$ cat src/rtl/hdlc_rx_deframer.sv
// hdlc_rx_deframer: HDLC Rx flag/abort detection, zero de-stuffing and octet assembly.
// Optional line idle detector is built only when HDLC_RX_IDLE_EN is defined.
module hdlc_rx_deframer #(
    parameter int ABORT_ONES = 7
`ifdef HDLC_RX_IDLE_EN
    ,
    parameter int IDLE_LEN = 8
`endif
) (
    input  logic       Clk,
    input  logic       Rst,
    input  logic       Rx,
    output logic       Rx_FlagDetect,
    output logic       Rx_AbortDetect,
    output logic       Rx_FrameActive,
    output logic [7:0] Rx_Data,
    output logic       Rx_NewByte,
    output logic       Rx_FrameError,
    output logic       Rx_IdleDetect
);
    localparam int HW = (ABORT_ONES + 1 > 8) ? ABORT_ONES + 1 : 8;

    typedef enum logic {S_IDLE, S_ACTIVE} state_t;

    state_t          r_state, w_state_nx;
    logic [HW-1:0]   r_hist;
    logic [7:0]      r_dly, r_vld;
    logic [6:0]      r_sr;
    logic [2:0]      r_bcnt, r_ones;
    logic            w_flag, w_abort, w_take, w_bit, w_drop;

    // Newest bit sits at the top of the history; the delay line matches it so a flag
    // seen in the history occupies exactly the 8 delay-line slots that get invalidated.
    assign w_flag         = r_hist[HW-1 -: 8] == 8'h7E;
    assign w_abort        = (&r_hist[HW-1 -: ABORT_ONES]) && !r_hist[HW-1-ABORT_ONES];
    assign w_bit          = r_dly[0];
    assign w_take         = r_state == S_ACTIVE && r_vld[0] && !w_flag && !w_abort;
    assign w_drop         = !w_bit && r_ones == 3'd5;
    assign Rx_FrameActive = r_state == S_ACTIVE;

    always_comb begin
        w_state_nx = w_flag ? S_ACTIVE : w_abort ? S_IDLE : r_state;
    end

    always_ff @(posedge Clk or posedge Rst) begin
        if (Rst) begin
            r_state        <= S_IDLE;
            r_hist         <= '0;
            r_dly          <= '0;
            r_vld          <= '0;
            r_sr           <= '0;
            r_bcnt         <= '0;
            r_ones         <= '0;
            Rx_Data        <= '0;
            Rx_FlagDetect  <= 1'b0;
            Rx_AbortDetect <= 1'b0;
            Rx_NewByte     <= 1'b0;
            Rx_FrameError  <= 1'b0;
        end else begin
            r_state        <= w_state_nx;
            r_hist         <= {Rx, r_hist[HW-1:1]};
            r_dly          <= {Rx, r_dly[7:1]};
            r_vld          <= {1'b1, (w_flag || w_abort) ? 7'd0 : r_vld[7:1]};
            Rx_FlagDetect  <= w_flag;
            Rx_AbortDetect <= w_abort;
            Rx_FrameError  <= w_flag && r_state == S_ACTIVE && r_bcnt != 3'd0;
            Rx_NewByte     <= w_take && !w_drop && r_bcnt == 3'd7;
            if (w_flag || w_abort) begin
                r_bcnt <= '0;
                r_ones <= '0;
            end else if (w_take) begin
                r_ones <= !w_bit ? 3'd0 : (r_ones == 3'd6) ? r_ones : r_ones + 3'd1;
                if (!w_drop) begin
                    r_sr   <= {w_bit, r_sr[6:1]};
                    r_bcnt <= r_bcnt + 3'd1;
                    if (r_bcnt == 3'd7)
                        Rx_Data <= {w_bit, r_sr};
                end
            end
        end
    end

`ifdef HDLC_RX_IDLE_EN
    localparam int IW = $clog2(IDLE_LEN + 1);
    logic [IW-1:0] r_icnt;

    always_ff @(posedge Clk or posedge Rst) begin
        if (Rst) begin
            r_icnt        <= '0;
            Rx_IdleDetect <= 1'b0;
        end else begin
            r_icnt        <= !Rx ? '0 : (r_icnt == IW'(IDLE_LEN)) ? r_icnt : r_icnt + 1'b1;
            Rx_IdleDetect <= r_icnt == IW'(IDLE_LEN);
        end
    end
`else
    assign Rx_IdleDetect = 1'b0;
`endif
endmodule

$ cat config.mk
export PLATFORM = sky130hd
export DESIGN_NAME = hdlc_rx_deframer
export DESIGN_NICKNAME = d
export VERILOG_FILES = /design/src/rtl/hdlc_rx_deframer.sv
export SDC_FILE = /design/constraint.sdc
export NUM_CORES = 1
export LEC_CHECK = 0
export ABC_CLOCK_PERIOD_IN_PS = 1610
export CAP_MARGIN = 20
export CELL_PAD_IN_SITES_DETAIL_PLACEMENT = 0
export CELL_PAD_IN_SITES_GLOBAL_PLACEMENT = 1
export CORE_MARGIN = 3
export CORE_UTILIZATION = 45
export CTS_CLUSTER_SIZE = 28
export DETAILED_ROUTE_END_ITERATION = 10
export HOLD_SLACK_MARGIN = 0.03
export PLACE_DENSITY_LB_ADDON = 0.3
export SLEW_MARGIN = 10
export SYNTH_ARGS = -nofsm -noshare
export SYNTH_HDL_FRONTEND = slang
export SYNTH_SLANG_ARGS = --single-unit
$ cat constraint.sdc
create_clock -name Clk -period 1.61 [get_ports Clk]
set_input_delay 0.2415 -clock Clk [delete_from_list [all_inputs] [get_ports Clk]]
set_output_delay 0.2415 -clock Clk [all_outputs]
set_load 0.02 [all_outputs]
# --- Word level (Yosys, flattened, before mapping) ---
# Cells that the tools add are included.
totals:
  register_bits: 50
  in_bits: 3
  output_inout_bits: 14
  wordCells: 55
op_classes:
  add_sub_neg: 2
  n_eq_ne: 6
  mux: 10
  bitwise: 2
  reduce_logical: 23
op_table:
  columns: ["operator", "n"]
  rows:
  - ["$mux 3", 7]
  - ["$eq 3x3->1 const B", 3]
  - ["$logic_and 1x1->1", 9]
  - ["$eq 8x7->1 const B", 1]
  - ["$mux 7", 1]
  - ["$reduce_and 7->1", 1]
  - ["$add 3x1->3 const B", 2]
  - ["$logic_not 1->1", 5]
  - ["$reduce_and 2->1", 2]
  - ["$reduce_and 4->1", 1]
  - ["$reduce_bool 2->1", 2]
  - ["$ne 3x3->1 const B", 1]
  - ["$reduce_and 3->1", 1]
  - ["$reduce_bool 3->1", 1]
  - ["$mux 1", 2]
  - ["$ne 2x1->1 const B", 1]
  - ["$not 1->1", 2]
  - ["$logic_or 1x1->1", 1]

# --- Logic depth before layout (Yosys ltp) ---
depth:
  ltp_word: 6
  depth_mapped: 6

# --- Worst setup path after synthesis ---
# No wires, ideal clock.
synth_path:
  path_type: "flip-flop to flip-flop"
  startpoint: "register r_state, in the netlist Rx_FrameActive"
  endpoint: "register r_sr[0]"
  setup_ns: 0.125
  arrival_ns: 1.395
  setup_slack_ns: 0.090
  stages_incl_launch_ff: 6
  synth_period_minus_slack_ns: 1.520
  cell_sequence: "dfrtp_1 > and2_1 > buf_2 > nand2_2 > nor2_4 > mux2_2"
synth_between:
  elab_chain_cells: 4
synth_lines:
  columns: ["item", "line_no", "rtl"]
  rows:
  - ["from (decl)", "25", "state_t r_state, w_state_nx;"]
  - ["from (signal assigned)", "60", "r_state <= w_state_nx;"]
  - ["$logic_and 1x1->1 (3 in series)", "37", "assign w_take = r_state == S_ACTIVE && r_vld[0] && !w_flag && !w_abort;"]
  - ["$reduce_and 3->1 (no line)", null, null]
  - ["to (signal assigned)", "74", "r_sr <= {w_bit, r_sr[6:1]};"]
  - ["to (decl)", "28", "logic [6:0] r_sr;"]
# Every way passes these cells.
# A chain may end at the register's enable or synchronous reset.

# --- Worst setup path in the final report ---
layout_path:
  startpoint: "register Rx_Data[6]"
  endpoint: "output port Rx_Data[6]"
layout_rtl:
  columns: ["item", "line_no", "rtl"]
  rows:
  - ["from (decl)", "16", "output logic [7:0] Rx_Data,"]
  - ["from (signal assigned)", "77", "Rx_Data <= {w_bit, r_sr};"]
# No word-level cell between the ends.

==> reports/summary.txt <==
CP startpoint: Rx_Data[6]
Worst setup SP type: register
Initial antenna violation count: 0
Clk_skew: 0.01088 ns
Synth Instances: 118
Critical Setup Path Class: reg -> out
Total GRT Usage: 12.80%
Reg2Reg Launch Point: r_ones[0]
Hold WS: 0.2302 ns
Crit path DAT: 1.30 ns
DRT antenna net count: 0
Worst path max stage delay: 0.59 ns
Max Freq: 0.6501 GHz
Post-synth top flop: dfrtp_1
Row cnt: 21
Multi-input gate area: 541.8 um2
Min Clock Period, post-route: 1.538 ns
Largest buffer count on any clock path: 2
Worst-Skew Late Latency: 0.35 ns
Largest family of logic cells by synthesized area: simple AND/OR/NAND/NOR gates
Slowest CP cell: clkdlybuf4s50_1
Vias in the first global route: 881
Share of the synthesized area in the top cell type: 64.62%
Flop-to-flop setup slack: 0.07 ns
Worst hold path type: in -> async
Status: completed
XOR/XNOR Fraction of Synth Area: 0.5385%
Mux contribution to synthesized area: 9.692%
Initial DRT Pass Iterations: 4
Largest net degree at the start of global routing: 43
Die height: 66.12 um
Worst path depth: 1
#FFs+latches synth: 42
CTS root buf: clkbuf_4
Mapped Avg Cell Area: 13.78 um2
CTS H-tree depth: 2
Peak supply drop: 0.0006750 V
YS warnings: 0
Die ar.: 4372 um2
Post-synth ARST share: 100.0%
Gpl congestion: 0.7417
Fin. Hold Viols: 0
Post-Synth Adder-Cell Area: 4.615%
Clk slew on worst S/H paths: 0.12 ns
Initial DRC Count: 28
Netlist cell types: 27
Initial core utilization: 47.62%
Share of cells above drive strength 1: 21.83%
Core area: 3416 um2
Reg2Reg Depth: 5
Die width: 66.12 um
Count leader, synth: dfrtp_1
CTS tree: done
Crit-path cells: clkdlybuf4s50_1
Fin util: 57.11%
Critical path buffer and inverter count: 1
Worst setup path end: Rx_Data[6]
Synth area leader: dfrtp_1
Sequential area share after synthesis: 64.62%
Worst Setup End Kind: primary output
Cell family contributing the most delay on the critical path: buffers and inverters
Commonest cells in the synthesized netlist: 42 x dfrtp_1, 14 x mux2_2, 8 x inv_1, 8 x nand2_1, 7 x nor2b_1
CTS Buf Count: 5
Dpl hpwl: 1599 um
Register area: 1051 um2
Critical-path maximum fanout: 2
Routed wire length per instance: 12.47 um
Max_cap viols: 0
Final count of negative-setup-slack endpoints: 0
Final Net Count: 151
Vias per inst: 4.766
Mapped Area: 1627 um2
Area grow syn2layout: 19.92%
Post-synth net total: 127
Period utilization: 95.54%
Reg2reg end: r_sr[1]
Grt ovf: 0
Post-synth EDFFs: 0
Lkg Pwr: 0.001060 uW
Synth Area in Compound Gates: 4.308%
Largest cells by area after synthesis: dfrtp_1 65%, mux2_2 9.7%, ha_1 4.6%
I/O Buffers: 15
Drt total wl: 2344 um
Slew Viols, Final: 0
Antenna diode count: 0
Hold buffers post-CTS: 0
Io pins: 17
Simple-Gate Fraction of Synth Area: 12.85%
Worst path required time: 1.37 ns
Clock Sink Count: 42
Via count: 896
First-pass GRT wire length: 4112 um
Drc violations: 0
Fill count: 287
Pwr dens: 1084 nW/um2
==> registers in the layout, summed over array words and instances (netlist names), 3 cells and up <==
| register | flops |
|---|---|
| r_bcnt | 3 |
| r_ones | 3 |
| r_sr | 7 |
| r_vld | 8 |
| Rx_Data | 8 |
| r_dly | 8 |
==> cell type report <==
type	instances	share of cell area [%]
repair buffers	20	11.35
inverters	8	1.539
multi-input cells	65	27.77
well taps	46	2.951
clock inverters	1	0.3849
flip-flops and latches	42	53.88
clock buffers	6	2.117
==> cell usage in the layout (no fill, tap or decap), drive strengths merged, types with 2 or more instances in the layout <==
cell            n
dfrtp          42
mux2           14
clkdlybuf4s50  10
nand2           9
inv             8
nor2b           7
ha              6
clkbuf          6
buf             5
o21ai           4
dlymetal6s2s    4
nand3           3
a22o            3
nor2            3
and2            2
a21oi           2
conb            2
==> metal layers <==
layer / vias to the layer above / GRT usage [%] / share of wire [%]
met3: 4 / 5.782 / 5.4
met2: 15 / 17.84 / 46
met4: 0 / 5.330 / 1.2
met1: 433 / 17.19 / 47
li1: 444 / - / -
met5: - / 0 / 0
==> report_power, final <==
| group | switching [uW] | internal, uW | total [uW] |
|---|---|---|---|
| sequential | 99.1 | 1180 | 1280 |
| clock | 316 | 163 | 479 |
| combinational | 183 | 177 | 360 |
| total | 597 | 1520 | 2110 |
==> repair_timing <==
action                                  in CTS  in global routing
pin swaps                                    0                  1
gates resized for setup                      1                  6
setup buffers                                0                  1
endpoints found under the setup margin       1                 10
cloned                                       0                  0
==> worst reg2reg max path: cells and delay by family, from the launching register on <==
kind / cells / cell delay, ns
and+or+nand+nor: 3 / 0.42
muxes: 1 / 0.36
DFF: 1 / 0.42
adders and majority gates: 1 / 0.24
==> per-stage QoR <==
step	instance area, um2	instances	TNS, ns	setup WS [ns]	power [uW]
2_1_floorplan	1627	118	0	0.09034	1538
3_3_place_gp	1872	180	0	0.1013	1622
3_5_place_dp	1872	180	0	0.02143	1637
4_1_cts	1919	187	0	0.009003	2115
5_1_grt	1951	188	-0.001172	-0.001172	2261
6_report	1951	188	0	0.07187	2115
==> kinds of logic (layout without fill, tap and decap cells) <==
group	after synthesis	count (layout)
xor+xnor	1	1
simple gates	31	31
mux	14	14
flops	42	42
compound gates	11	11
fa+ha+maj	6	6
other cells	2	2
buf+inv	11	35
==> how the worst min path moves through the flow <==
stage / start / end / cells after the start / slack, ns
finish: Rst / r_sr[3] / 3 / 0.23
global route: Rst / Rx_Data[3] / 3 / 0.28
CTS: Rst / Rx_Data[3] / 3 / 0.23
detailed placement: r_dly[1] / r_dly[0] / 0 / 0.36
global placement: r_dly[1] / r_dly[0] / 0 / 0.36
floorplan: Rx / r_dly[7] / 0 / 0.27
Power figures use the tool's default switching activity.
